File: config.mk
export PLATFORM = sky130hd
export DESIGN_NAME = uart_alu_top
export DESIGN_NICKNAME = d
export VERILOG_FILES = /design/src/rtl/uart_alu_top.sv
export SDC_FILE = /design/constraint.sdc
export NUM_CORES = 1
export LEC_CHECK = 0
export ABC_AREA = 1
export ABC_CLOCK_PERIOD_IN_PS = 6060
export CAP_MARGIN = 20
export CORE_UTILIZATION = 60
export DETAILED_ROUTE_END_ITERATION = 16
export HOLD_SLACK_MARGIN = 0.1
export PLACE_DENSITY = 0.84
export RECOVER_POWER = 100
export SKIP_CTS_REPAIR_TIMING = 1
export SLEW_MARGIN = 10
export SYNTH_ARGS = -nofsm -noshare
export SYNTH_HDL_FRONTEND = slang
export SYNTH_SLANG_ARGS = --single-unit
File: constraint.sdc
create_clock -name CLK -period 6.06 [get_ports CLK]
set_input_delay 0.606 -clock CLK [delete_from_list [all_inputs] [get_ports CLK]]
set_output_delay 0.606 -clock CLK [all_outputs]
set_load 0.03 [all_outputs]
File: src/rtl/uart_alu_top.sv
// uart_alu_top: iCEBreaker UART ALU -- PLL, 8N1 UART RX/TX and packet engine (echo/add32/xor32).
// Macros: UART_ALU_MUL_EN adds opcode 0x88 (mul32); ICE40_PLL selects the SB_PLL40_PAD primitive.

module uart_alu_pll (
   input  logic PACKAGEPIN,
   output logic PLLOUTGLOBAL
);
`ifdef ICE40_PLL
   // 12 MHz * 67 / 16 = 50.25 MHz core clock
   SB_PLL40_PAD #(
      .FEEDBACK_PATH("SIMPLE"), .DIVR(4'd0), .DIVF(7'd66), .DIVQ(3'd4), .FILTER_RANGE(3'd1)
   ) u_pll (
      .PACKAGEPIN(PACKAGEPIN), .PLLOUTCORE(), .PLLOUTGLOBAL(PLLOUTGLOBAL),
      .RESETB(1'b1), .BYPASS(1'b0), .LOCK()
   );
`else
   assign PLLOUTGLOBAL = PACKAGEPIN;
`endif
endmodule

module uart_alu_top #(
   parameter int PRESCALE_P   = 1,
   parameter int DATA_WIDTH_P = 8
) (
   input  logic CLK,
   input  logic BTN_N,
   input  logic RX,
   output logic TX
);
   localparam int BT = 8 * PRESCALE_P;
   localparam int CW = $clog2(BT);
   localparam int BW = $clog2(DATA_WIDTH_P);
   localparam logic [7:0] OP_ECHO = 8'hEC, OP_ADD = 8'hA0, OP_XOR = 8'hB0;

   logic       w_clk, w_rst_n;
   logic [1:0] r_rst_sync;

   uart_alu_pll pll (.PACKAGEPIN(CLK), .PLLOUTGLOBAL(w_clk));

   always_ff @(posedge w_clk or negedge BTN_N)
      if (!BTN_N) r_rst_sync <= '0;
      else        r_rst_sync <= {r_rst_sync[0], 1'b1};
   assign w_rst_n = r_rst_sync[1];

   // ---------------- UART RX ----------------
   typedef enum logic [2:0] {RX_IDLE, RX_START, RX_DATA, RX_STOP, RX_BRK} rx_st_t;
   rx_st_t                  r_rx_st, w_rx_nxt;
   logic [1:0]              r_rx_s;
   logic [CW-1:0]           r_rx_cnt;
   logic [BW-1:0]           r_rx_bit;
   logic [DATA_WIDTH_P-1:0] r_rx_sh, r_rx_data;
   logic                    r_rx_vld, w_rx_tick, w_rx_in, w_pk_rdy, w_rx_fire;

   assign w_rx_in   = r_rx_s[1];
   assign w_rx_tick = (r_rx_cnt == '0);
   assign w_rx_fire = r_rx_vld & w_pk_rdy;

   // A low stop bit parks in RX_BRK until the line returns high, so a break is not re-read as a start
   always_comb begin
      w_rx_nxt = r_rx_st;
      case (r_rx_st)
         RX_IDLE:  if (!w_rx_in) w_rx_nxt = RX_START;
         RX_START: if (w_rx_tick) w_rx_nxt = w_rx_in ? RX_IDLE : RX_DATA;
         RX_DATA:  if (w_rx_tick && r_rx_bit == BW'(DATA_WIDTH_P - 1)) w_rx_nxt = RX_STOP;
         RX_STOP:  if (w_rx_tick) w_rx_nxt = w_rx_in ? RX_IDLE : RX_BRK;
         RX_BRK:   if (w_rx_in) w_rx_nxt = RX_IDLE;
         default:  w_rx_nxt = RX_IDLE;
      endcase
   end

   always_ff @(posedge w_clk or negedge w_rst_n)
      if (!w_rst_n) begin
         r_rx_st   <= RX_IDLE;
         r_rx_s    <= '1;
         r_rx_cnt  <= '0;
         r_rx_bit  <= '0;
         r_rx_sh   <= '0;
         r_rx_data <= '0;
         r_rx_vld  <= 1'b0;
      end else begin
         r_rx_st <= w_rx_nxt;
         r_rx_s  <= {r_rx_s[0], RX};
         if (w_rx_fire) r_rx_vld <= 1'b0;
         if (r_rx_st == RX_IDLE || r_rx_st == RX_BRK) begin
            r_rx_cnt <= CW'(BT / 2 - 1);
            r_rx_bit <= '0;
         end else if (w_rx_tick) begin
            r_rx_cnt <= CW'(BT - 1);
            if (r_rx_st == RX_DATA) begin
               r_rx_sh  <= {w_rx_in, r_rx_sh[DATA_WIDTH_P-1:1]};
               r_rx_bit <= r_rx_bit + 1'b1;
            end
            if (r_rx_st == RX_STOP && w_rx_in) begin
               r_rx_data <= r_rx_sh;
               r_rx_vld  <= 1'b1;
            end
         end else begin
            r_rx_cnt <= r_rx_cnt - 1'b1;
         end
      end

   // ---------------- TX FIFO (4 entries) ----------------
   logic [DATA_WIDTH_P-1:0] r_fifo [4];
   logic [2:0]              r_wp, r_rp;
   logic                    w_full, w_empty, w_push, w_pop;
   logic [DATA_WIDTH_P-1:0] w_push_data;

   assign w_empty = (r_wp == r_rp);
   assign w_full  = (r_wp == {~r_rp[2], r_rp[1:0]});

   always_ff @(posedge w_clk)
      if (w_push) r_fifo[r_wp[1:0]] <= w_push_data;

   always_ff @(posedge w_clk or negedge w_rst_n)
      if (!w_rst_n) begin
         r_wp <= '0;
         r_rp <= '0;
      end else begin
         if (w_push) r_wp <= r_wp + 1'b1;
         if (w_pop)  r_rp <= r_rp + 1'b1;
      end

   // ---------------- UART TX ----------------
   typedef enum logic [1:0] {TX_IDLE, TX_START, TX_DATA, TX_STOP} tx_st_t;
   tx_st_t                  r_tx_st, w_tx_nxt;
   logic [CW-1:0]           r_tx_cnt;
   logic [BW-1:0]           r_tx_bit;
   logic [DATA_WIDTH_P-1:0] r_tx_sh;
   logic                    r_tx, w_tx_tick, w_tx_last;

   assign w_tx_tick = (r_tx_cnt == '0);
   assign w_tx_last = (r_tx_bit == BW'(DATA_WIDTH_P - 1));
   assign w_pop     = (r_tx_st == TX_IDLE) && !w_empty;
   assign TX        = r_tx;

   always_comb begin
      w_tx_nxt = r_tx_st;
      case (r_tx_st)
         TX_IDLE:  if (!w_empty) w_tx_nxt = TX_START;
         TX_START: if (w_tx_tick) w_tx_nxt = TX_DATA;
         TX_DATA:  if (w_tx_tick && w_tx_last) w_tx_nxt = TX_STOP;
         TX_STOP:  if (w_tx_tick) w_tx_nxt = TX_IDLE;
      endcase
   end

   always_ff @(posedge w_clk or negedge w_rst_n)
      if (!w_rst_n) begin
         r_tx_st  <= TX_IDLE;
         r_tx_cnt <= '0;
         r_tx_bit <= '0;
         r_tx_sh  <= '0;
         r_tx     <= 1'b1;
      end else begin
         r_tx_st <= w_tx_nxt;
         if (r_tx_st == TX_IDLE) begin
            r_tx_cnt <= CW'(BT - 1);
            r_tx_bit <= '0;
            if (!w_empty) begin
               r_tx_sh <= r_fifo[r_rp[1:0]];
               r_tx    <= 1'b0;
            end
         end else if (w_tx_tick) begin
            r_tx_cnt <= CW'(BT - 1);
            if (r_tx_st == TX_START || (r_tx_st == TX_DATA && !w_tx_last)) begin
               r_tx    <= r_tx_sh[0];
               r_tx_sh <= {1'b0, r_tx_sh[DATA_WIDTH_P-1:1]};
               if (r_tx_st == TX_DATA) r_tx_bit <= r_tx_bit + 1'b1;
            end else begin
               r_tx <= 1'b1;
            end
         end else begin
            r_tx_cnt <= r_tx_cnt - 1'b1;
         end
      end

   // ---------------- Packet engine ----------------
   typedef enum logic [2:0] {P_IDLE, P_HDR1, P_LENL, P_LENH, P_PAYLOAD, P_RESP} pk_st_t;
   pk_st_t      r_pk_st, w_pk_nxt;
   logic [7:0]  r_op, w_byte;
   logic [15:0] r_len, r_cnt, w_len_full;
   logic [31:0] r_acc, r_opnd, w_word, w_mul;
   logic [1:0]  r_bsel, r_ridx;
   logic        w_is_echo, w_is_arith, w_is_mul, w_last;

`ifdef UART_ALU_MUL_EN
   localparam logic [7:0] OP_MUL = 8'h88;
   assign w_is_mul = (r_op == OP_MUL);
   assign w_mul    = r_acc * w_word;
`else
   assign w_is_mul = 1'b0;
   assign w_mul    = r_acc;
`endif

   assign w_byte     = r_rx_data[7:0];
   assign w_is_echo  = (r_op == OP_ECHO);
   assign w_is_arith = (r_op == OP_ADD) || (r_op == OP_XOR) || w_is_mul;
   assign w_word     = {w_byte, r_opnd[23:0]};
   assign w_len_full = {w_byte, r_len[7:0]};
   assign w_last     = (r_cnt + 16'd1 == r_len);

   // RESP only parks the result in the FIFO, so the next header is accepted while TX drains
   always_comb begin
      w_pk_nxt    = r_pk_st;
      w_pk_rdy    = 1'b1;
      w_push      = 1'b0;
      w_push_data = DATA_WIDTH_P'(w_byte);
      case (r_pk_st)
         P_IDLE: if (r_rx_vld) w_pk_nxt = P_HDR1;
         P_HDR1: if (r_rx_vld) w_pk_nxt = P_LENL;
         P_LENL: if (r_rx_vld) w_pk_nxt = P_LENH;
         P_LENH: if (r_rx_vld) w_pk_nxt = (w_len_full > 16'd4) ? P_PAYLOAD : P_IDLE;
         P_PAYLOAD: begin
            if (w_is_echo) begin
               w_pk_rdy = !w_full;
               w_push   = r_rx_vld && !w_full;
            end
            if (r_rx_vld && w_pk_rdy && w_last) w_pk_nxt = w_is_arith ? P_RESP : P_IDLE;
         end
         P_RESP: begin
            w_pk_rdy    = 1'b0;
            w_push      = !w_full;
            w_push_data = DATA_WIDTH_P'(r_acc[8*r_ridx +: 8]);
            if (!w_full && r_ridx == 2'd3) w_pk_nxt = P_IDLE;
         end
         default: w_pk_nxt = P_IDLE;
      endcase
   end

   always_ff @(posedge w_clk or negedge w_rst_n)
      if (!w_rst_n) begin
         r_pk_st <= P_IDLE;
         r_op    <= '0;
         r_len   <= '0;
         r_cnt   <= '0;
         r_acc   <= '0;
         r_opnd  <= '0;
         r_bsel  <= '0;
         r_ridx  <= '0;
      end else begin
         r_pk_st <= w_pk_nxt;
         if (w_rx_fire) begin
            r_cnt <= r_cnt + 16'd1;
            case (r_pk_st)
               P_IDLE: begin
                  r_op  <= w_byte;
                  r_cnt <= 16'd1;
               end
               P_LENL: r_len[7:0] <= w_byte;
               P_LENH: begin
                  r_len[15:8] <= w_byte;
                  r_acc       <= w_is_mul ? 32'd1 : 32'd0;
                  r_bsel      <= '0;
                  r_ridx      <= '0;
               end
               P_PAYLOAD: begin
                  r_opnd[8*r_bsel +: 8] <= w_byte;
                  r_bsel                <= r_bsel + 1'b1;
                  if (r_bsel == 2'd3)
                     r_acc <= (r_op == OP_ADD) ? r_acc + w_word :
                              (r_op == OP_XOR) ? r_acc ^ w_word : w_mul;
               end
               default: ;
            endcase
         end
         if (r_pk_st == P_RESP && !w_full) r_ridx <= r_ridx + 1'b1;
      end

endmodule

==> reports/results.txt <==
CTS built an H-tree with a depth of 4. The total negative setup slack is 0 ps. The flow ran to the end, but the final reports show violations.

The number of synthesized register bits was 188; the share of the synthesized area in the top cell type was 35.0%. The largest net degree at the start of global routing is 60. The last element of the critical path is r_ridx[1].

For the overflow left after global routing, the log shows 0. In the synthesized netlist the async set-or-reset flop fraction comes to 83.0%. Routability-driven placement finished with a final weighted congestion of 0.978. The tools report the total vias in the final route as 9493.

The slew at the pin closest to its max-slew limit was 1730 ps. IR analysis of the VDD net gives a maximum drop of 333 uV. Terminus of the critical flop-to-flop path: r_ridx[1]. The largest total area in the synthesized netlist belongs to sky130_fd_sc_hd__dfrtp_1. Measured along the y axis, the die boundary spans 137 um. Counting I/O delays and the setup requirement, the final critical path takes 3770 ps. Total number of yosys warnings: 0. The tools report the TritonCTS buffer count as 17. The total routed wirelength was 26900 um. From left edge to right edge, the die measures 137 um. The final reports fail on capacitance limit, slew limit. The mapped netlist covers 10900 um2. The share of layout cells above drive strength 1 was 4.49%; the remaining antenna violation count was 0. The clock arrives with 11.8 ps of skew. The global-route wire length before repair is 43800 um. For the total half-perimeter wirelength after legalization and detailed placement, the log shows 19600 um. The total area inside the core boundary comes to 17500 um2. The maximum fanout count along the critical path came out at 19. For this design the static power due to leakage is 5.40 nW. Register-to-register path setup slack: 2290 ps. The source of the worst register-to-register timing path was r_rp[0]. Area added between synthesis and finish: 6.15%. After the last flow step, the layout net total stands at 1450. TritonCTS built the clock tree. The initial cell density of the core came out at 62.3%.

Port buffering added 3 buffers. The min-delay analysis places its worst path in the category register to register. Post-placement cell count: 1597.

Counting distinct cell types in the post-synthesis netlist gives 52. During I/O placement, the number of pins put on the boundary was 4. The required time at the worst-slack endpoint is 6420 ps, and the number of nets produced by synthesis is 1455. The number of global-route vias before repair was 8817; the total setup violations reported at the end of the flow was 0. The sequential cells in the finished layout cover a total of 4870 um2.

The total routing resource utilization after global routing was 30.8%; the number of maximum-capacitance violations was 1. For this run, the register share of the synthesized area comes to 44.5%. Yosys mapped a number of flops with a built-in enable equal to 32. For the worst-skew pair, the clock arrives at the later sink with an insertion delay of 440 ps.

The worst path uses 62.2% of the clock period. The die covers 18800 um2. The element type at the critical path end was a register.

A synthesized cell averages 7.83 um2. Final design utilization: 66.2%. After clock tree synthesis, the clock-pin slew on the worst setup and hold paths is 80 ps. The number of antenna diodes in the final layout is 0.

The tools report the kind of start point of the critical path as a register. Row count: 48. The cell count after synthesis came out at 1396. The number of antenna violations at the first check in global routing was 0; the count of pins over their slew limit was 45.

STA puts the critical path data arrival time at 4130 ps. For this run, the leading register cell type out of synthesis is sky130_fd_sc_hd__dfrtp_1. Once layout is complete, the cells apart from fillers number 1629.

The tree is rooted in a sky130_fd_sc_hd__clkbuf_16. For this run, the top clock speed supported by timing is 265 MHz. In the routed design, unresolved DRC markers number 0. Yosys attributes the largest share of cell area to sky130_fd_sc_hd__dfrtp_1 35%, sky130_fd_sc_hd__nand2_1 12%, sky130_fd_sc_hd__edfxtp_1 8.8%. Summing all multi-input logic gate instances after layout gives 5250 um2. By count the netlist is led by 361 x sky130_fd_sc_hd__nand2_1, 174 x sky130_fd_sc_hd__o21ai_0, 153 x sky130_fd_sc_hd__dfrtp_1.

The tools report the DRC violation total after the first TritonRoute iteration as 905. No sink is reached through more buffers than the 2 on the longest clock path. The layout has 1463 filler cells. Most used standard cell by instance count after synthesis: sky130_fd_sc_hd__nand2_1.

The worst reg-to-reg path cell count is 13. Launch point of the critical path: r_rp[0]. Setup repair after global routing left no endpoint under its margin. The TritonCTS sink count came out at 188. The power per cell area is 280 nW/um2.

The final-report hold violation count is 0. After detailed routing, the average wire length per cell comes to 16.5 um. Critical setup path kind: register to register.

The tightest slew margin relative to the limit came out at -15.2%. Using the TritonRoute via totals, the vias-per-cell ratio works out to 5.83. Before antenna repair, the detailed router went through 6 iterations.
==> report_power, final <==
part           switching, mW  leakage (nW)  internal [mW]
combinational          0.408          2.71          0.211
clock                  0.530         0.281          0.581
sequential             0.116          2.42           1.41
==> state kept, by name, indices dropped and copies added, names as in the netlist, 8 cells and up <==
| signal | count |
|---|---|
| r_acc | 32 |
| r_fifo | 32 |
| r_opnd | 24 |
| r_cnt | 16 |
| r_len | 16 |
| r_op | 8 |
| r_rx_data | 8 |
| r_rx_sh | 8 |
| r_tx_sh | 8 |
==> area by class of cell <==
| cell class | count | area share, % |
|---|---|---|
| clock buffers | 17 | 3.67 |
| clock inverters | 15 | 1.32 |
| inverters | 151 | 4.93 |
| multi-input cells | 1027 | 45.3 |
| flip-flops and latches | 188 | 42.0 |
| well taps | 225 | 2.43 |
| repair buffers | 6 | 0.453 |
==> how the worst min path moves through the flow <==
| stage | start | to | slack (ps) | cells after the start |
|---|---|---|---|---|
| after global routing | r_rx_s[0] | r_rx_s[1] | 370 | 0 |
| after global placement | r_rst_sync[1] | r_cnt[2] | 330 | 0 |
| after floorplan | BTN_N | r_rst_sync[0] | 310 | 0 |
| after detailed placement | r_rst_sync[1] | r_rx_cnt[1] | 340 | 0 |
| final | r_rx_s[0] | r_rx_s[1] | 360 | 0 |
| after CTS | BTN_N | r_rst_sync[1] | 320 | 1 |
==> cell usage in the layout, fill, tap and decap left out, drive strengths merged, types with 4 or more instances in the layout <==
cell / Yosys / final
a21oi: 61 / 61
clkbuf: 16 / 17
clkinvlp: 0 / 4
dfrtp: 153 / 153
edfxtp: 32 / 32
ha: 55 / 55
inv: 151 / 158
nand2: 367 / 367
nand3: 96 / 96
nand3b: 7 / 7
nand4: 19 / 19
nor2: 143 / 143
nor3: 16 / 16
o211ai: 10 / 10
o21ai: 179 / 179
o22ai: 27 / 27
xnor2: 5 / 5
xor2: 16 / 16
==> logic make-up (layout without fill, tap and decap cells) <==
| logic type | count (synthesis) | after routing | share of synthesized area (%) |
|---|---|---|---|
| compound gates | 295 | 295 | 15.2 |
| xor+xnor | 21 | 21 | 1.68 |
| fa+ha+maj | 56 | 56 | 6.48 |
| buf+inv | 181 | 189 | 6.65 |
| flops | 188 | 188 | 44.5 |
| mux | 1 | 1 | 0.0916 |
| other cells | 1 | 1 | 0.0343 |
| simple gates | 653 | 653 | 25.4 |
==> worst max-delay path, stage by stage (launching register included) <==
cell and delay [ps]:
sky130_fd_sc_hd__dfrtp_1 570, sky130_fd_sc_hd__clkinvlp_2 440, sky130_fd_sc_hd__nand2_1 90, sky130_fd_sc_hd__nand2_1 80, sky130_fd_sc_hd__nand2_1 50, sky130_fd_sc_hd__nor2_1 210, sky130_fd_sc_hd__nand2_2 110, sky130_fd_sc_hd__nand2_1 80
sky130_fd_sc_hd__nand2_1 70, sky130_fd_sc_hd__nand2_1 130, sky130_fd_sc_hd__clkinvlp_2 690, sky130_fd_sc_hd__nand2_1 830, sky130_fd_sc_hd__nand2_1 160, sky130_fd_sc_hd__o21ai_0 180
==> per-stage QoR <==
| stage | power [mW] | hold slack [ps] | worst slack (ps) | cell area, um2 |
|---|---|---|---|---|
| after floorplan | 2.01 | 310 | 1400 | 10900 |
| after global placement | 2.13 | 333 | 3500 | 11100 |
| after detailed placement | 2.16 | 340 | 3370 | 11100 |
| after CTS | 3.27 | 316 | 3340 | 11700 |
| after global routing | 3.42 | 369 | 1900 | 11600 |
| final | 3.25 | 358 | 2290 | 11600 |
==> layer usage <==
metal	track usage (%)	vias up	part of all wire, %
li1	-	4636	-
met1	39.8	4421	43
met2	49.2	358	46
met3	6.04	78	7.0
met4	16.0	0	4.5
met5	0	-	0
No activity file was read; power rests on OpenSTA's default activity.
